**config.mk**
```make
export PLATFORM = sky130hd
export DESIGN_NAME = dbg_bus_bridge
export DESIGN_NICKNAME = d
export VERILOG_FILES = /design/src/rtl/dbg_bus_bridge.sv
export SDC_FILE = /design/constraint.sdc
export NUM_CORES = 1
export LEC_CHECK = 0
export ABC_AREA = 1
export CORE_MARGIN = 4
export CORE_UTILIZATION = 35
export DETAILED_ROUTE_END_ITERATION = 6
export GPL_ROUTABILITY_DRIVEN = 1
export HOLD_SLACK_MARGIN = 0.15
export PLACE_DENSITY_LB_ADDON = 0.2
export SLEW_MARGIN = 20
export SYNTH_ARGS = -nofsm -noshare
export SYNTH_HDL_FRONTEND = slang
export SYNTH_SLANG_ARGS = --single-unit
```
**constraint.sdc**
```tcl
create_clock -name clk -period 4.53 [get_ports clk]
set_input_delay 0.906 -clock clk [delete_from_list [all_inputs] [get_ports clk]]
set_output_delay 0.906 -clock clk [all_outputs]
set_load 0.01 [all_outputs]
```
**src/rtl/dbg_bus_bridge.sv**
```systemverilog
// Debug bus master: parses command frames from the UART rx byte stream, issues one
// femto bus access per frame, and returns read data plus a status byte on tx.
module dbg_bus_bridge #(
  parameter int XLEN      = 32,
  parameter int BUS_WIDTH = 32,
  parameter int ACC_W     = 2,
  parameter int TIMEOUT   = 1024
) (
  input  logic                 clk,
  input  logic                 rst,
  input  logic [7:0]           rx_data,
  input  logic                 rx_vld,
  output logic [7:0]           tx_data,
  output logic                 tx_vld,
  input  logic                 tx_rdy,
  input  logic                 bus_gnt,
  output logic [XLEN-1:0]      bus_addr,
  output logic                 bus_w_rb,
  output logic [ACC_W-1:0]     bus_acc,
  output logic [BUS_WIDTH-1:0] bus_wdata,
  output logic                 bus_req,
  input  logic [BUS_WIDTH-1:0] bus_rdata,
  input  logic                 bus_resp,
  output logic                 busy
);
  localparam int TW = $clog2(TIMEOUT);

  typedef enum logic [2:0] {
    S_IDLE, S_ADDR, S_WDATA, S_REQ, S_WAIT, S_TXDATA, S_TXSTAT
  } state_t;

  state_t                 state, state_nx;
  logic                   w_rb;
  logic [1:0]             acc;
  logic [1:0]             cnt;
  logic [1:0]             last_idx;
  logic [1:0]             cnt_inc;
  logic [TW-1:0]          tmo;
  logic                   overrun;
  logic                   ovr_nx;
  logic                   drop;
  logic                   tx_hs;
  logic                   tmo_hit;
  logic [XLEN-1:0]        addr;
  logic [BUS_WIDTH-1:0]   wdata;
  logic [BUS_WIDTH-1:0]   rdata;

  function automatic logic [7:0] stat_byte(input logic ovr, input logic [1:0] code);
    return {ovr, 5'b0, code};
  endfunction

  always_ff @(posedge clk) begin
    if (rst) state <= S_IDLE;
    else     state <= state_nx;
  end

  always_comb begin
    tx_hs    = tx_vld && tx_rdy;
    last_idx = (acc == 2'd0) ? 2'd0 : (acc == 2'd1) ? 2'd1 : 2'd3;
    cnt_inc  = cnt + 2'd1;
    // abort fires so that the status byte appears exactly TIMEOUT cycles after bus_req
    tmo_hit  = (tmo == TW'(TIMEOUT - 2));
    drop     = rx_vld && (state inside {S_REQ, S_WAIT, S_TXDATA, S_TXSTAT});
    ovr_nx   = overrun || drop;
    state_nx = state;
    bus_req  = 1'b0;
    case (state)
      S_IDLE:   if (rx_vld) state_nx = (rx_data[1:0] == 2'd3) ? S_TXSTAT : S_ADDR;
      S_ADDR:   if (rx_vld && cnt == 2'd3) state_nx = w_rb ? S_WDATA : S_REQ;
      S_WDATA:  if (rx_vld && cnt == last_idx) state_nx = S_REQ;
      S_REQ: begin
        if (bus_gnt) begin
          bus_req  = 1'b1;
          state_nx = S_WAIT;
        end
      end
      S_WAIT: begin
        if (bus_resp)     state_nx = w_rb ? S_TXSTAT : S_TXDATA;
        else if (tmo_hit) state_nx = S_TXSTAT;
      end
      S_TXDATA: if (tx_hs && cnt == last_idx) state_nx = S_TXSTAT;
      S_TXSTAT: if (tx_hs) state_nx = S_IDLE;
      default:  state_nx = S_IDLE;
    endcase
  end

  always_ff @(posedge clk) begin
    if (rst) begin
      w_rb    <= 1'b0;
      acc     <= 2'd0;
      cnt     <= 2'd0;
      tmo     <= '0;
      overrun <= 1'b0;
      addr    <= '0;
      wdata   <= '0;
      rdata   <= '0;
      tx_vld  <= 1'b0;
      tx_data <= 8'h00;
    end else begin
      // a drop in the same cycle as the status handshake is a fresh, unreported overrun
      overrun <= (state == S_TXSTAT && tx_hs) ? drop : ovr_nx;
      case (state)
        S_IDLE: begin
          if (rx_vld) begin
            w_rb  <= rx_data[7];
            acc   <= rx_data[1:0];
            cnt   <= 2'd0;
            wdata <= '0;
            if (rx_data[1:0] == 2'd3) begin
              tx_vld  <= 1'b1;
              tx_data <= stat_byte(ovr_nx, 2'd1);
            end
          end
        end
        S_ADDR: begin
          if (rx_vld) begin
            addr[{cnt, 3'b000} +: 8] <= rx_data;
            cnt                      <= cnt_inc;
          end
        end
        S_WDATA: begin
          if (rx_vld) begin
            wdata[{cnt, 3'b000} +: 8] <= rx_data;
            cnt                       <= cnt_inc;
          end
        end
        S_REQ:  tmo <= '0;
        S_WAIT: begin
          tmo <= tmo + 1'b1;
          if (bus_resp) begin
            rdata   <= bus_rdata;
            cnt     <= 2'd0;
            tx_vld  <= 1'b1;
            tx_data <= w_rb ? stat_byte(ovr_nx, 2'd0) : bus_rdata[7:0];
          end else if (tmo_hit) begin
            tx_vld  <= 1'b1;
            tx_data <= stat_byte(ovr_nx, 2'd2);
          end
        end
        S_TXDATA: begin
          if (tx_hs) begin
            if (cnt == last_idx) begin
              tx_data <= stat_byte(ovr_nx, 2'd0);
            end else begin
              cnt     <= cnt_inc;
              tx_data <= rdata[{cnt_inc, 3'b000} +: 8];
            end
          end
        end
        S_TXSTAT: if (tx_hs) tx_vld <= 1'b0;
        default: ;
      endcase
    end
  end

  assign bus_addr  = addr;
  assign bus_w_rb  = w_rb;
  assign bus_acc   = ACC_W'(acc);
  assign bus_wdata = wdata;
  assign busy      = (state != S_IDLE);

endmodule

```
Yosys cells after proc, flatten, opt, wreduce, memory -nomap -nowiden:

Cells that the tools add are included.

* add/subtract/negate cells: 3
* multipliers: 0
* divide/modulo/power cells: 0
* order comparisons: 0
* equal/unequal tests: 24
* shift operators: 3
* multiplexer cells: 43
* bitwise gates (word level): 0
* reductions and logical operators: 25

Operators by type and width (number)
* $bwmux W32: 2
* $mux W32: 2
* $pmux W32 S2: 1
* $mux W8: 7
* $shift A8 B7 Y32 const A: 1
* $shiftx A32 B6 Y8: 1
* $shiftx A8 B7 Y32: 1
* $mux W3: 9
* $pmux W8 S3: 1
* $pmux W3 S7: 1
* $ne A2 B2 Y1 const B: 10
* $pmux W10 S2: 1
* $mux W2: 8
* $add A10 B1 Y10 const B: 1
* $eq A10 B10 Y1 const B: 1
* $reduce_and A5 Y1: 2
* $eq A3 B3 Y1 const B: 3
* $mux W1: 9
* $reduce_bool A3 Y1: 3
* $pmux W2 S4: 1
* $reduce_bool A4 Y1: 2
* $neg A5 Y7: 1
* $reduce_and A7 Y1: 1
* $eq A3 B2 Y1 const B: 2
* other kinds (17): 27

* flip-flop bits (word level): 124
* latch bits: 0
* memory bits (writable): 0
* ROM bits: 0
* input port bits: 46
* output and inout bits: 78
* word-level logic and storage cells: 109
* memories: 0

Logic depth before layout (Yosys ltp):

Gate-level depths: netlist (run 1).

* word-level depth: 7
* depth in mapped cells: 13
* mapped depth without buffers: 12

Worst setup path before layout (run 1):

Ideal clock, no wire load.

* kind: register to register
* from: register cnt[0]
* to: register wdata[12] (netlist: bus_wdata[12])
* arrival time: 2.207 ns
* required time: 4.402 ns
* slack: 2.195 ns
* stages on the path, launching flop included: 12
* buffers on the path: 3
* path through: dfxtp_1 clkinv_1 buf_2 buf_1 ha_1 inv_1 nor2_1 inv_1 clkbuf_1 nor2_1 a22oi_1 nor2_1

* cells in the longest elaborated chain, start to end: 5
* elaborated cells between the ends (all ways): 6
* those cells by class: add/sub (1); shift (2); mux (3)

RTL lines
* start, declared: RTL line 35 `logic [1:0] cnt;`
* start signal, assigned: RTL line 118 `cnt <= cnt_inc;`
* start signal, assigned: RTL line 124 `cnt <= cnt_inc;`
* start signal, assigned: RTL line 145 `cnt <= cnt_inc;`
* $neg A5 Y7 (*): RTL line 123 `wdata[{cnt, 3'b000} +: 8] <= rx_data;`
* $shiftx A8 B7 Y32 / $shift A8 B7 Y32 (equally long branches): RTL line 123
* $bwmux W32 (*): RTL line 123
* $mux W32 (*): RTL line 122 `if (rx_vld) begin`
* $pmux W32 S2 (*): RTL line 102 `case (state)`
* end signal, assigned by index: RTL line 123
* end, declared: RTL line 45 `logic [BUS_WIDTH-1:0] wdata;`

Mark *: on every way between the ends. The rest lies on a longest branch, timed or not. The select of a mux whose other input is x is not followed.
A chain may end at the register's enable or synchronous reset.

Final worst setup path (run 1):

* from: register state[1]
* to: output bus_req

* cells in the longest elaborated chain, start to end: 2

RTL lines
* start, declared: RTL line 32 `state_t state, state_nx;`
* start signal, assigned: RTL line 54 `else state <= state_nx;`
* $eq A3 B2 Y1: RTL line 67 `case (state)`
* $mux W1: RTL line 67
* end, declared: RTL line 21 `output logic bus_req,`

Every way passes these cells.

==> results of run 1 <==
worst paths after layout:
path	cells after the start	to	slack, ns	start
setup / recovery	5	bus_req	1.30	state[1]
hold / removal	2	rdata[7]	0.45	rdata[7]
setup reg to reg	9	bus_wdata[23]	1.77	cnt[0]
hold reg to reg	2	rdata[7]	0.45	rdata[7]
per-layer routing:
metal | share of wire | track usage
met1 | 0.50 | 0.273
met2 | 0.43 | 0.271
met3 | 0.052 | 0.0563
met4 | 0.011 | 0.0475
met5 | 0 | 0
registers in the layout (all words and copies together) (netlist names):
name,count
tmo,10
bus_wdata,32
rdata,32
state,3
tx_vld,1
bus_addr,32
tx_data,8
overrun,1
bus_w_rb,1
cnt,2
bus_acc,2
cell type report:
| cell class | instances | area (um^2) | area share |
|---|---|---|---|
| Sequential cell | 124 | 2480 | 0.329 |
| Multi-Input combinational cell | 541 | 2690 | 0.356 |
| Clock inverter | 11 | 141 | 0.0187 |
| Inverter | 65 | 246 | 0.0327 |
| Clock buffer | 21 | 470 | 0.0623 |
| Timing Repair Buffer | 127 | 1260 | 0.166 |
| Tap cell | 211 | 264 | 0.0350 |
per-stage QoR:
| step | cells | cell area [um^2] | worst slack (ns) | util | hold slack, ns |
|---|---|---|---|---|---|
| floorplan | 764 | 5570 | 2.20 | - | 0.425 |
| global placement | 1068 | 6940 | 1.59 | 0.451 | 0.440 |
| detailed placement | 1068 | 6940 | 1.60 | 0.451 | 0.445 |
| CTS | 1100 | 7550 | 1.29 | 0.491 | 0.454 |
| global route | 1100 | 7550 | 1.09 | 0.491 | 0.469 |
| finish | 1100 | 7550 | 1.30 | 0.491 | 0.449 |
logic make-up (layout without fill, tap and decap cells):
kind of cell | Yosys count | in the layout | synth area share
simple gates | 343 | 343 | 0.270
compound gates | 190 | 190 | 0.195
flops | 124 | 124 | 0.446
buf+inv | 99 | 224 | 0.0717
fa+ha+maj | 7 | 7 | 0.0157
xor+xnor | 1 | 1 | 0.00157
worst min-delay path, stage by stage (launching register included):
cell     delay (ns)
dfxtp_1        0.29
inv_1          0.06
a21oi_1        0.05
placed cells by master (no fill, tap or decap), drive strengths merged, types with 2 or more instances in the layout:
master / count
nor2: 166
inv: 64
clkinv: 6
bufinv: 3
clkbuf: 21
buf: 5
o21ai: 84
nand3: 23
clkdlybuf4s50: 122
a21oi: 58
dfxtp: 124
a41oi: 7
a211oi: 12
nand4: 14
nand2: 125
nor3: 9
clkinvlp: 3
or2: 2
ha: 7
a22oi: 25
Yosys cell counts (2+ instances only):
master | number | area, um^2
nor2_1 | 156 | 586
dfxtp_1 | 124 | 2480
nand2_1 | 122 | 458
o21ai_0 | 77 | 385
a21oi_1 | 58 | 290
inv_1 | 51 | 191
a22oi_1 | 25 | 188
nand3_1 | 23 | 115
clkbuf_1 | 20 | 75.1
nand4_1 | 14 | 87.6
a211oi_1 | 12 | 90.1
inv_2 | 12 | 45.0
buf_2 | 11 | 55.1
a41oi_1 | 7 | 61.3
ha_1 | 7 | 87.6
nor2_4 | 6 | 67.6
o21ai_1 | 6 | 30.0
nor3_1 | 5 | 25.0
nor2_2 | 3 | 18.8
nor3_4 | 3 | 48.8
nand2_4 | 2 | 22.5
or2_2 | 2 | 12.5
power by group:
group | total (uW) | switching (uW) | internal [uW] | leakage (uW)
clock network | 1400 | 494 | 904 | 0.000295
logic | 1210 | 799 | 411 | 0.00172
registers | 1310 | 96.7 | 1210 | 0.00100
total | 3920 | 1390 | 2530 | 0.00302
==> out/metrics.cfg, run 1 <==
[critical_path]
critPathMaxFanout=9
path_buf_inv=2
path_common_cell=nor2_1
arrival_ns=2.33
cp_slowest_cell=dfxtp_1
worstSetupPathType=register to output port
max_stage_delay_ns=0.63
worstPathRequired_ns=3.62
crit_path_end_kind=output port
cpLargestDelayFamily=buffers and inverters
start_kind=register
path_cells=nand2_1 -> nor2_1 -> inv_1 -> nor2_1 -> clkdlybuf4s50_1

[clock_tree]
cts-resized-gates=0
cts_sinks=124
cts_buffers=17
cts_max_level=4
clk_pin_slew_worst_paths_ns=0.06
cts_buffer_depth=2
hold_buffers=0
cts_tree=built
root_buffer=clkbuf_16
clk_latency_ns=0.42
cts_setup_buffers=0

[sta]
setup_viol=0
worst_slew_pin_slew_ns=0.886
finalMaxSlewViolations=0
fin_crit_ns=3.23
finalClockSkew_ns=0.00714
relSlewSlack=0.407
finalHoldViolCount=0
fmax_ghz=0.309
tns_ns=0
finalCritPeriodShare=0.713
rsz0062_at_grt=false

[finish]
drive_gt1_frac=0.0776
syn_to_final_growth_pct=35.6
n_antenna_cell=0
fillers=1566
nNetsFinal=929

[global_route]
overflow=0
grt_max_degree=60
track_usage=0.188
grt_antenna_before_repair=0
grt_first_pass_wirelength_mm=26.9
first_global_vias=5078

[placed_design]
hpwlAfterDp_mm=11.5
place.gp.congestion=0.870
portBuffers=123

[status]
outcome=completed

[synth]
synth_flop_cell=dfxtp_1
ys_warn_count=0
syn-num-nets=817
synth_cells=764
synth_seq_area_share=0.446
synth_edf_count=0
synth_cell_type_count=40
ys_ff_latch=124
synth.avg_cell_area_um2=7.29
async_flop_share=0
syn-cell-area_um2=5570

[floorplanning]
fp.dieArea_um2=18000
fp.dieW_um=134
core_area_um2=15400
ios=124
die_h_um=134
rows=45
start_util=0.362

[pwr]
peakVddDrop_v=0.000282
power_uw=3920
leakage_uw=0.00302
p_per_area_nw_per_um2=519

[route]
drcViolationCount=0
dr.first_iter.drc_count=376
routed_wl_mm=16.6
vias=5432
routed_via_density=4.94
ant_nets=0
detail_route.wl_per_cell_um=15.1
drtPass1Iterations=5

[flow_run]
cap_viol_max_count=0

[hold_path]
min_path_type=register to register

Power figures use the tool's default switching activity.
==> inputs of run 2 (changes only) <==
==> constraint.sdc (replaced) <==
create_clock -name clk -period 3 [get_ports clk]
set_input_delay 0.6 -clock clk [delete_from_list [all_inputs] [get_ports clk]]
set_output_delay 0.6 -clock clk [all_outputs]
set_load 0.01 [all_outputs]
==> run 2 against run 1 <==
Against the previous run:
- routed wire length increased by 0.39%
- critical path type unchanged
- global-route usage decreased by 0.17 points
- critical path depth unchanged
- non-clock buffer count increased by 6
- first-iteration DRC count increased by 19%
- sequential cell count unchanged
- power increased by 51%
- sequential power increased by 50%
==> out/metrics.cfg, run 2 (same netlist as run 1, synthesis figures left out) <==
[route]
drtPass1Iterations=6
drcViolationCount=0
ant_nets=0
vias=5445
routed_via_density=4.92
detail_route.wl_per_cell_um=15.1
routed_wl_mm=16.7
dr.first_iter.drc_count=449

[placed_design]
place_inst=1074
hpwlAfterDp_mm=11.6
place.gp.congestion=0.826
placed_area_um2=6980
portBuffers=123

[floorplanning]
fp.dieArea_um2=18000
die_h_um=134
fp.dieW_um=134
ios=124
start_util=0.362
core_area_um2=15400
rows=45

[global_route]
gr-usage-met2=0.268
grt_max_degree=66
grt_first_pass_wirelength_mm=26.5
use_met3=0.0510
grt_antenna_before_repair=0
first_global_vias=5058
grt.busiest_layer=met2
overflow=0
track_usage=0.186
grt_use_met1=0.267

[finish]
fin_util=0.494
nNetsFinal=935
drive_gt1_frac=0.0849
stdcell_area_um2=7590
n_antenna_cell=0
layout_commonest_cell=nor2_1
stdcell_count=1106
final_cell_mix=nor2_1, dfxtp_1, nand2_1, clkdlybuf4s50_1, o21ai_0
syn_to_final_growth_pct=36.3

[sta]
finalClockSkew_ns=0.00780
finalMaxSlewViolations=0
tns_ns=0
rsz0062_at_grt=false
fmax_ghz=0.378
fin_crit_ns=2.65
finalHoldViolCount=0
setup_viol=0
worst_slew_pin_slew_ns=0.711
relSlewSlack=0.523
finalCritPeriodShare=0.882

[clock_tree]
cts_buffers=17
cts_sinks=124
cts_max_level=4
clk_pin_slew_worst_paths_ns=0.06
cts_buffer_depth=2
clk_latency_ns=0.42
hold_buffers=0
cts_tree=built
root_buffer=clkbuf_16
cts_setup_buffers=0

[critical_path]
rrSetupSlack_ns=0.81
start_kind=register
cp_slowest_cell=clkdlybuf4s50_1
crit_path_end_kind=output port
worstSetupPathType=register to output port
max_stage_delay_ns=0.54
path_cells=nand2_1 -> nor2_1 -> inv_1 -> nor2_1 -> clkdlybuf4s50_1
worstPathRequired_ns=2.40
path_buf_inv=2
cpLargestDelayFamily=buffers and inverters
path_common_cell=nor2_1
critPathMaxFanout=9
arrival_ns=2.05

[pwr]
leakage_uw=0.00304
p_per_area_nw_per_um2=780
peakVddDrop_v=0.000426

[hold_path]
min_path_type=register to register

[flow_run]
cap_viol_max_count=0

[status]
outcome=completed

run 2: cell count changes in the layout (fill, tap and decap cells not counted), sizes merged:
cell	change
clkinv	-1
buf	+6
bufinv	-1
clkbuf	+2
run 2: stage by stage:
step / setup WS [ns] / hold slack, ns / total power, uW
2_1_floorplan: 0.665 / 0.425 / 3240
3_3_place_gp: 0.628 / 0.440 / 3860
3_5_place_dp: 0.574 / 0.445 / 3860
4_1_cts: 0.121 / 0.453 / 5960
5_1_grt: 0.121 / 0.463 / 6280
6_report: 0.354 / 0.450 / 5920
run 2: where the power goes:
group | switching (uW) | internal (uW) | leakage [uW]
registers | 130 | 1830 | 0.00101
logic | 1230 | 651 | 0.00175
clock network | 747 | 1330 | 0.000291
run 2: final timing paths:
path,start,endpoint,cells after the start
hold reg to reg,rdata[0],rdata[0],2
setup / recovery,state[1],bus_req,5
setup reg to reg,cnt[1],bus_wdata[23],8
hold / removal,rdata[0],rdata[0],2
run 2: area by class of cell:
| cell class | count | area, um^2 |
|---|---|---|
| Clock buffer | 23 | 498 |
| Fill cell | 1535 | 7780 |
| Inverter | 65 | 246 |
| Tap cell | 211 | 264 |
| Timing Repair Buffer | 133 | 1300 |
| Clock inverter | 9 | 110 |
| Sequential cell | 124 | 2480 |
| Multi-Input combinational cell | 541 | 2690 |
run 2: worst register-to-register path, cell delays in order, from the launching register on:
cell and delay [ns]:
dfxtp_1 0.44, inv_1 0.12, ha_1 0.30, inv_1 0.36, nor2_1 0.07, inv_1 0.36
nor3_1 0.13, a22oi_1 0.18, nor2_1 0.07
run 2: repair_timing:
item                       CTS  global route
hold endpoints to repair     0             0
resized for setup            0             1
setup endpoints to repair    0             1
run 2: layer usage:
metal,vias to the layer above,part of all wire
li1,2781,-
met1,2488,0.49
met2,157,0.43
met3,19,0.061
met4,0,0.016
met5,-,0
